<file path="src/rtl/key_debounce.sv">
// key_debounce: per-channel key synchroniser, bounce filter and press/release pulse generator.
// Auto-repeat on held keys is built only when KEY_DEBOUNCE_AUTOREPEAT_EN is defined.
module key_debounce #(
    parameter int width      = 2,
    parameter int active_low = 1,
    parameter int stable_cyc = 500000,
    parameter int rep_delay  = 25000000,
    parameter int rep_period = 5000000
) (
    input  logic             clk,
    input  logic             rstn,
    input  logic [width-1:0] key_raw,
    output logic [width-1:0] key_lvl,
    output logic [width-1:0] key_press,
    output logic [width-1:0] key_rel
);

    localparam int max_dr  = (stable_cyc > rep_delay) ? stable_cyc : rep_delay;
    localparam int max_cyc = (max_dr > rep_period) ? max_dr : rep_period;
    localparam int cw      = $clog2(max_cyc + 1);
    localparam logic [cw-1:0] stable_last = cw'(stable_cyc - 1);

    typedef enum logic [1:0] {REL, PRESS, HELD, RELW} state_t;

    logic [width-1:0] key_in;
    logic [width-1:0] sync1;
    logic [width-1:0] sync2;
    logic [width-1:0] accept;
    logic [width-1:0] rep_pls;
    logic [cw-1:0]    cnt       [width];
    state_t           state     [width];
    state_t           state_nxt [width];

    // Polarity normalisation so that 1 always means pressed downstream
    always_comb key_in = (active_low != 0) ? ~key_raw : key_raw;

    // Two-flop synchroniser, both stages reset to the released value
    always_ff @(posedge clk or negedge rstn) begin
        if (!rstn) begin
            sync1 <= '0;
            sync2 <= '0;
        end else begin
            sync1 <= key_in;
            sync2 <= sync1;
        end
    end

    // A new value is accepted on the edge where its mismatch run reaches stable_cyc samples
    always_comb begin
        accept = '0;
        for (int unsigned i = 0; i < width; i++)
            accept[i] = (sync2[i] != key_lvl[i]) && (cnt[i] == stable_last);
    end

    // Filter counter: any agreement restarts the count from zero
    always_ff @(posedge clk or negedge rstn) begin
        if (!rstn) begin
            for (int unsigned i = 0; i < width; i++)
                cnt[i] <= '0;
        end else begin
            for (int unsigned i = 0; i < width; i++) begin
                if ((sync2[i] == key_lvl[i]) || accept[i])
                    cnt[i] <= '0;
                else
                    cnt[i] <= cnt[i] + cw'(1);
            end
        end
    end

    // Per-channel state register
    always_ff @(posedge clk or negedge rstn) begin
        if (!rstn) begin
            for (int unsigned i = 0; i < width; i++)
                state[i] <= REL;
        end else begin
            for (int unsigned i = 0; i < width; i++)
                state[i] <= state_nxt[i];
        end
    end

    // Next-state logic: PRESS and RELW are single-cycle edge states
    always_comb begin
        for (int unsigned i = 0; i < width; i++) begin
            state_nxt[i] = state[i];
            case (state[i])
                REL:     if (accept[i]) state_nxt[i] = PRESS;
                PRESS:   state_nxt[i] = HELD;
                HELD:    if (accept[i]) state_nxt[i] = RELW;
                RELW:    state_nxt[i] = REL;
                default: state_nxt[i] = REL;
            endcase
        end
    end

    // Outputs decoded from registered state only
    always_comb begin
        key_lvl   = '0;
        key_press = '0;
        key_rel   = '0;
        for (int unsigned i = 0; i < width; i++) begin
            key_lvl[i]   = (state[i] == PRESS) || (state[i] == HELD);
            key_press[i] = (state[i] == PRESS) || rep_pls[i];
            key_rel[i]   = (state[i] == RELW);
        end
    end

`ifdef KEY_DEBOUNCE_AUTOREPEAT_EN
    localparam logic [cw-1:0] delay_last  = cw'(rep_delay - 1);
    localparam logic [cw-1:0] period_last = cw'(rep_period - 1);

    logic [cw-1:0]    rep_cnt [width];
    logic [width-1:0] rep_armed;

    // rep_cnt counts cycles since the last press pulse; the repeat pulse is registered one
    // cycle ahead from state_nxt so it lands exactly rep_delay/rep_period after the previous one
    always_ff @(posedge clk or negedge rstn) begin
        if (!rstn) begin
            for (int unsigned i = 0; i < width; i++)
                rep_cnt[i] <= '0;
            rep_armed <= '0;
            rep_pls   <= '0;
        end else begin
            for (int unsigned i = 0; i < width; i++) begin
                if (state_nxt[i] != HELD) begin
                    rep_cnt[i]   <= '0;
                    rep_armed[i] <= 1'b0;
                    rep_pls[i]   <= 1'b0;
                end else if (rep_cnt[i] == (rep_armed[i] ? period_last : delay_last)) begin
                    rep_cnt[i]   <= '0;
                    rep_armed[i] <= 1'b1;
                    rep_pls[i]   <= 1'b1;
                end else begin
                    rep_cnt[i]   <= rep_cnt[i] + cw'(1);
                    rep_pls[i]   <= 1'b0;
                end
            end
        end
    end
`else
    // No auto-repeat: press fires once per accepted press
    always_comb rep_pls = '0;
`endif

endmodule

</file>
<file path="config.mk">
export PLATFORM = sky130hd
export DESIGN_NAME = key_debounce
export DESIGN_NICKNAME = d
export VERILOG_FILES = /design/src/rtl/key_debounce.sv
export SDC_FILE = /design/constraint.sdc
export NUM_CORES = 1
export LEC_CHECK = 0
export ABC_AREA = 1
export BUFFER_PORTS_ARGS = -buffer_cell sky130_fd_sc_hd__buf_2
export CAP_MARGIN = 20
export CORE_MARGIN = 2
export CORE_UTILIZATION = 54
export CTS_CLUSTER_SIZE = 12
export DETAILED_ROUTE_END_ITERATION = 10
export GPL_TIMING_DRIVEN = 0
export MAX_ROUTING_LAYER = met4
export PLACE_DENSITY = 0.71
export SKIP_CTS_REPAIR_TIMING = 1
export SLEW_MARGIN = 20
export SYNTH_ARGS = -nofsm -noshare
export SYNTH_HDL_FRONTEND = slang
export SYNTH_SLANG_ARGS = --single-unit
export TNS_END_PERCENT = 5
</file>
<file path="constraint.sdc">
create_clock -name clk -period 4.4 [get_ports clk]
set_input_delay 0.44 -clock clk [delete_from_list [all_inputs] [get_ports clk]]
set_output_delay 0.44 -clock clk [all_outputs]
set_load 0.02 [all_outputs]
</file>
# Word-level counts from Yosys, hierarchy flattened
# Index checks and enable logic that the tools add are counted.
# word_totals
regBits	58
wordCells	43
# classes
add_sub_neg	2
eq_ne	16
n_mux	8
bitwise	1
n_reduce_logical	10
# ops
op	n
adder 25 x 1 -> 25 bit, second input constant	2
== test 25 x 19 -> 1 bit, second input constant	2
two-way mux 25 bit	2
case mux 2 bit (4 select lines)	2
== test 2 bit, second input constant	4
two-way mux 2 bit	4
inequality test 2 bit, second input constant	4
== test 2 x 1 -> 1 bit, second input constant	2
logical NOT 2 bit	2
logical OR 1 bit	4
AND reduction 2 bit	2
== test 1 bit	2
logical AND 1 bit	2
inequality test 1 bit	2
NOT 2 bit	1

# Logic depth before layout (Yosys ltp)
# Gate-level depths: netlist (run 1).
# depth
depth_word	6
ltp_mapped	9
mapped_depth_nobuf	9

# Worst setup path after synthesis (run 1)
# No wires, ideal clock.
# synth_timing
kind	reg-to-reg
start	register cnt[25] in the netlist's numbering
end	register cnt[39] in the netlist's numbering
setup_ps	119
t_arrival_ps	1402
required_ps	4281
setup_slack_ps	2880
path_stages_with_launch	10
period_less_slack_ps	1520
path_cell_list	dfrtp_1 ha_1 nand2_2 nor2_4 inv_1 nor2_1 nand2_2 nand2_4 buf_8 nor2_1
# synth_via
elab_chain_cells	4
word_cells_on_any_way	5
classes_between	add/sub: 1; eq/ne: 1; mux: 1; reduce/logical: 2
# synth_lines
item	line	source
start, declared	30	logic [cw-1:0] cnt [width];
start signal, assigned by index	65	cnt[i] <= cnt[i] + cw'(1);
branches (longest 3 deep; another with adder 25 x 1 -> 25 bit)	n/a	
two-way mux 25 bit (*)	62	if ((sync2[i] == key_lvl[i]) || accept[i])
# Every way passes the cells marked *.
# A chain may end at the register's enable or synchronous reset.

# Final worst setup path (run 1)
# layout_timing
start	register cnt[25] in the netlist's numbering
end	register cnt[25] in the netlist's numbering
# The elaborated chain is that of the path after synthesis.

==> flow_summary.json, run 1 <==
{
  "cts_buffer_depth": 2,
  "h-tree-depth": 3,
  "fmax_ghz": 0.5155,
  "routed_via_density": 4.942,
  "yosysWarningCount": 0,
  "worstPathArrival_ns": 2.16,
  "layout_commonest_cell": "nand2_1",
  "gp_congestion": 0.9605,
  "ys_seq_elements": 58,
  "ys_types": 17,
  "power_uw": 1061,
  "synth_top_area_cell": "dfrtp_1",
  "yosysSeqAreaShare_pct": 41.46,
  "root_buffer": "clkbuf_8",
  "mostFrequentLayoutCells": "nand2_1, nor2_1, dfrtp_1, inv_1, nand3_1",
  "synth_top_cell_area_share_pct": 41.46,
  "avgRoutedWirePerCell_um": 12.02,
  "via_count": 2990,
  "hp-class": "in2async",
  "synth_area_sq_um": 3501,
  "tightest_slew_ns": 0.7177,
  "num_antenna_cells": 0,
  "crit_type": "reg2reg",
  "cp_data_required_time_ns": 4.62,
  "syn_avg_cell_area_sq_um": 6.960,
  "setup_viol": 0,
  "placementRows": 29,
  "cts_buffers": 9,
  "grt_start_max_net_pins": 59,
  "drcViolationCount": 0,
  "max_slew_margin_pct": 52.15,
  "dieArea_sq_um": 7143,
  "hold_viol": 0,
  "leakage_uw": 0.001668,
  "grt_usage_pct": 23.64,
  "dp_hpwl_um": 5533,
  "fp.dieW_um": 84.52,
  "netlist_instances": 503,
  "maxCapViolCount": 0,
  "skew_ns": 0.004042,
  "holdWs_ns": 0.1541,
  "critPathCaptureType": "flop",
  "cts_tree": "done",
  "clk_latency_ns": 0.34,
  "ant_nets": 0,
  "antenna_found_initial": 0,
  "synth_fp_nets": 519,
  "r2r_setup_slack_ns": 2.46,
  "nets": 539,
  "critical_path.startpoint": "cnt[25]",
  "io_pins": 10,
  "rr_worst_depth": 9,
  "critPathLaunchType": "flop",
  "period_needed_ns": 1.940,
  "r2r-start": "cnt[25]",
  "synth_area_leaders": "dfrtp_1, nand2_1, nor2_1",
  "core_area_sq_um": 6314,
  "port_buffers": 9,
  "drt_wl_total_um": 7274,
  "r2r-end": "cnt[25]",
  "nFillCells": 591,
  "grt_pass1_wl_um": 13050,
  "outcome": "completed",
  "drive_above_1_share_pct": 8.144,
  "syn_to_final_growth_pct": 9.399,
  "p_per_area_nw_per_um2": 277.1,
  "initial_utilization_pct": 55.45,
  "die_y_um": 84.52,
  "drt_iter0_drc": 194,
  "drt-pass1-iter-count": 5,
  "slew_viol_final": 0,
  "clkSinkCount": 58,
  "grt_pass1_vias": 2990,
  "path_max_fanout": 10,
  "grt_overflow": 0,
  "min_period_over_period_pct": 44.08,
  "final.setup.tns_ns": 0,
  "grt_setup_unrepaired": "no",
  "clkTransAtPathRegs_ns": 0.07,
  "irDropWorstVdd_mv": 0.3005
}
-- synthesized netlist by cell type (all sizes together) --
library cell	n
a21oi	4
buf	6
dfrtp	58
ha	12
inv	57
nand2	157
nand3	38
nor2	137
nor3	9
or2	4
xnor2	8
xor2	13
-- state kept, by name, indices dropped and copies added, names as in the netlist --
signal and cells:
sync2 2, sync1 2, cnt 50, state 4
-- report_power, final --
part / switching [uW] / total [uW] / internal (uW)
Combinational: 25.4 / 36.8 / 11.5
Sequential: 6.32 / 546 / 539
Clock: 222 / 479 / 257
Total: 253 / 1060 / 808
-- layout make-up --
class	count	area (sq um)	area share [%]
Clock inverter	6	57.56	1.503
Tap cell	77	96.34	2.516
Inverter	57	214.0	5.586
Buffer	6	75.07	1.960
Sequential cell	58	1451	37.90
Timing Repair Buffer	9	47.55	1.241
Clock buffer	10	127.6	3.332
Multi-Input combinational cell	382	1760	45.97
-- routing by layer --
metal / vias up / global-route usage, % / routed length [um]
li1: 1556 / - / -
met1: 1346 / 27.73 / 3276
met2: 72 / 39.08 / 3479
met3: 16 / 5.310 / 331
met4: 0 / 10.10 / 186
met5: - / - / 0
-- cell families (layout without fill, tap and decap cells) --
group           after synthesis  after routing  share of synthesized area (%)
fa+ha+maj                    12             12                          4.289
buf+inv                      63             88                          8.256
simple gates                345            345                          40.17
xor+xnor                     21             21                          5.254
flops                        58             58                          41.46
compound gates                4              4                         0.5719
-- worst max-delay path by stage --
stage / end / slack [ns]
after floorplan: cnt[39] / 2.88
after global placement: cnt[25] / 2.48
after detailed placement: cnt[25] / 2.46
after CTS: cnt[25] / 2.44
after global routing: cnt[45] / 2.33
final: cnt[25] / 2.46
-- critical path, cell delays in order, from the launching register on --
cell     delay [ns]
dfrtp_1        0.47
ha_1           0.30
nand2_2        0.11
nor2_4         0.17
inv_1          0.07
nor2_1         0.26
nand2_2        0.13
nand2_4        0.12
buf_8          0.14
nor2_1         0.05
-- metrics by stage --
stage | setup slack, ns | util [%] | area [sq um] | std cells
floorplan | 2.880 | - | 3501 | 503
global placement | 2.482 | 57.69 | 3642 | 589
detailed placement | 2.458 | 57.73 | 3645 | 589
CTS | 2.441 | 60.66 | 3830 | 605
global route | 2.332 | 60.66 | 3830 | 605
finish | 2.460 | 60.66 | 3830 | 605
No activity file was read; power rests on OpenSTA's default activity.
==> run 2: changes to the inputs <==
- PLACE_DENSITY: 0.71 -> 0.73
- clock period: 4.4 -> 1.6 ns (I/O delays scaled with it)
==> flow_summary.json, run 2 (same netlist as run 1, synthesis figures left out) <==
{
  "outcome": "complete, but fails checks",
  "violations": "setup timing",
  "busiest_layer": "met2",
  "drt_wl_total_um": 7755,
  "grt_usage_pct": 23.08,
  "drcViolationCount": 0,
  "syn_to_final_growth_pct": 16.94,
  "clk_latency_ns": 0.34,
  "dpl.cell_count": 589,
  "ant_nets": 0,
  "gp_congestion": 0.9128,
  "slew_viol_final": 0,
  "antenna_found_initial": 0,
  "cts_tree": "done",
  "dp_hpwl_um": 5551,
  "h-tree-depth": 3,
  "critPathLaunchType": "flop",
  "io_pins": 10,
  "clkSinkCount": 58,
  "r2r_setup_slack_ns": -0.005,
  "nets": 560,
  "setup_viol": 1,
  "dieArea_sq_um": 7143,
  "worstHoldStart": "sync1[1]",
  "critPathCaptureType": "flop",
  "via_count": 3125,
  "largest_register_ffs": 50,
  "leakage_uw": 0.001791,
  "avgRoutedWirePerCell_um": 12.39,
  "skew_ns": 0.01161,
  "met3_usage_pct": 5.211,
  "largest-register": "cnt",
  "port_buffers": 9,
  "endpoint": "cnt[16]",
  "min_period_over_period_pct": 100.3,
  "p_per_area_nw_per_um2": 716.5,
  "cts_buffers": 9,
  "max_slew_margin_pct": 51.55,
  "use_met1_pct": 26.89,
  "reg_top3": "cnt (50), state (4)",
  "r2r-start": "cnt[0]",
  "maxCapViolCount": 0,
  "r2r-end": "cnt[16]",
  "irDropWorstVdd_mv": 0.6101,
  "routed_via_density": 4.992,
  "placementRows": 29,
  "cp_data_required_time_ns": 1.82,
  "rr_worst_depth": 8,
  "grt_overflow": 0,
  "use_met2_pct": 38.44,
  "tightest_slew_ns": 0.7268,
  "layout_commonest_cell": "nand2_1",
  "fp.dieW_um": 84.52,
  "hp-class": "reg2reg",
  "drt-pass1-iter-count": 5,
  "hold_viol": 0,
  "layout_setup_ws_ns": -0.005024,
  "grt_setup_unrepaired": "yes",
  "grt_pass1_wl_um": 12780,
  "core_area_sq_um": 6314,
  "critical_path.startpoint": "cnt[0]",
  "clkTransAtPathRegs_ns": 0.06,
  "worstPathArrival_ns": 1.82,
  "drt_iter0_drc": 147,
  "period_needed_ns": 1.605,
  "num_antenna_cells": 0,
  "post-place-ws_ns": -0.2897,
  "mostFrequentLayoutCells": "nand2_1, nor2_1, dfrtp_1, inv_1, nand3_1",
  "final.setup.tns_ns": -0.005024,
  "post-route-util_pct": 64.84,
  "initial_utilization_pct": 55.45,
  "root_buffer": "clkbuf_8",
  "drive_above_1_share_pct": 13.84,
  "crit_type": "reg2reg",
  "grt_start_max_net_pins": 59,
  "finalNonFillerCells": 626,
  "die_y_um": 84.52,
  "path_max_fanout": 6,
  "grt_pass1_vias": 2880,
  "holdWs_ns": 0.3544,
  "fmax_ghz": 0.6230,
  "cts_buffer_depth": 2
}
run 2: cell types whose count changed in the layout (fill, tap and decap cells not counted), moves of 3 or more:
cell	previous run	this run
buf_4	3	22
ha_1	12	8
ha_4	0	4
inv_1	57	53
inv_2	0	4
dlygate4sd3_1	0	3
nor2_1	134	131
run 2: metrics by stage:
stage | power [uW] | cell area [sq um]
after floorplan | 1581 | 3501
after global placement | 1629 | 3642
after detailed placement | 1633 | 3645
after CTS | 2930 | 3830
after global routing | 3065 | 4094
final | 2933 | 4094
run 2: power by group:
group	leakage [uW]	switching, uW	internal (uW)
logic	0.000901	75.9	56.3
registers	0.000794	24.1	1480
clock network	0.0000958	585	708
total	0.00179	685	2250
run 2: how the worst min path moves through the flow:
stage | slack (ns) | cells past startpoint | to
6_report | 0.35 | 0 | sync2[1]
3_3_place_gp | 0.30 | 2 | sync1[1]
2_1_floorplan | -0.14 | 0 | cnt[0]
4_1_cts | -0.1 | 1 | cnt[39]
3_5_place_dp | 0.27 | 1 | cnt[49]
5_1_grt | 0.36 | 0 | sync2[1]
run 2: critical path: stages, from the launching register on:
cell and delay (ns):
dfrtp_2 0.47, ha_4 0.19, nand2_4 0.06, nor2_4 0.14, buf_4 0.14, nand2_1 0.14
nor2_2 0.16, xnor2_1 0.13, nor2_1 0.06
run 2: area by class of cell:
type / count / area, sq um
Buffer: 6 / 75.07
Timing Repair Buffer: 30 / 215.2
Fill cell: 533 / 2220
Inverter: 57 / 214.0
Tap cell: 77 / 96.34
Sequential cell: 58 / 1454
Multi-Input combinational cell: 382 / 1854
Clock inverter: 6 / 57.56
Clock buffer: 10 / 127.6
run 2: metal layers:
metal / vias to the layer above / routed length [um]
li1: 1600 / -
met1: 1406 / 3213
met2: 95 / 3982
met3: 24 / 325
met4: 0 / 233
met5: - / 0
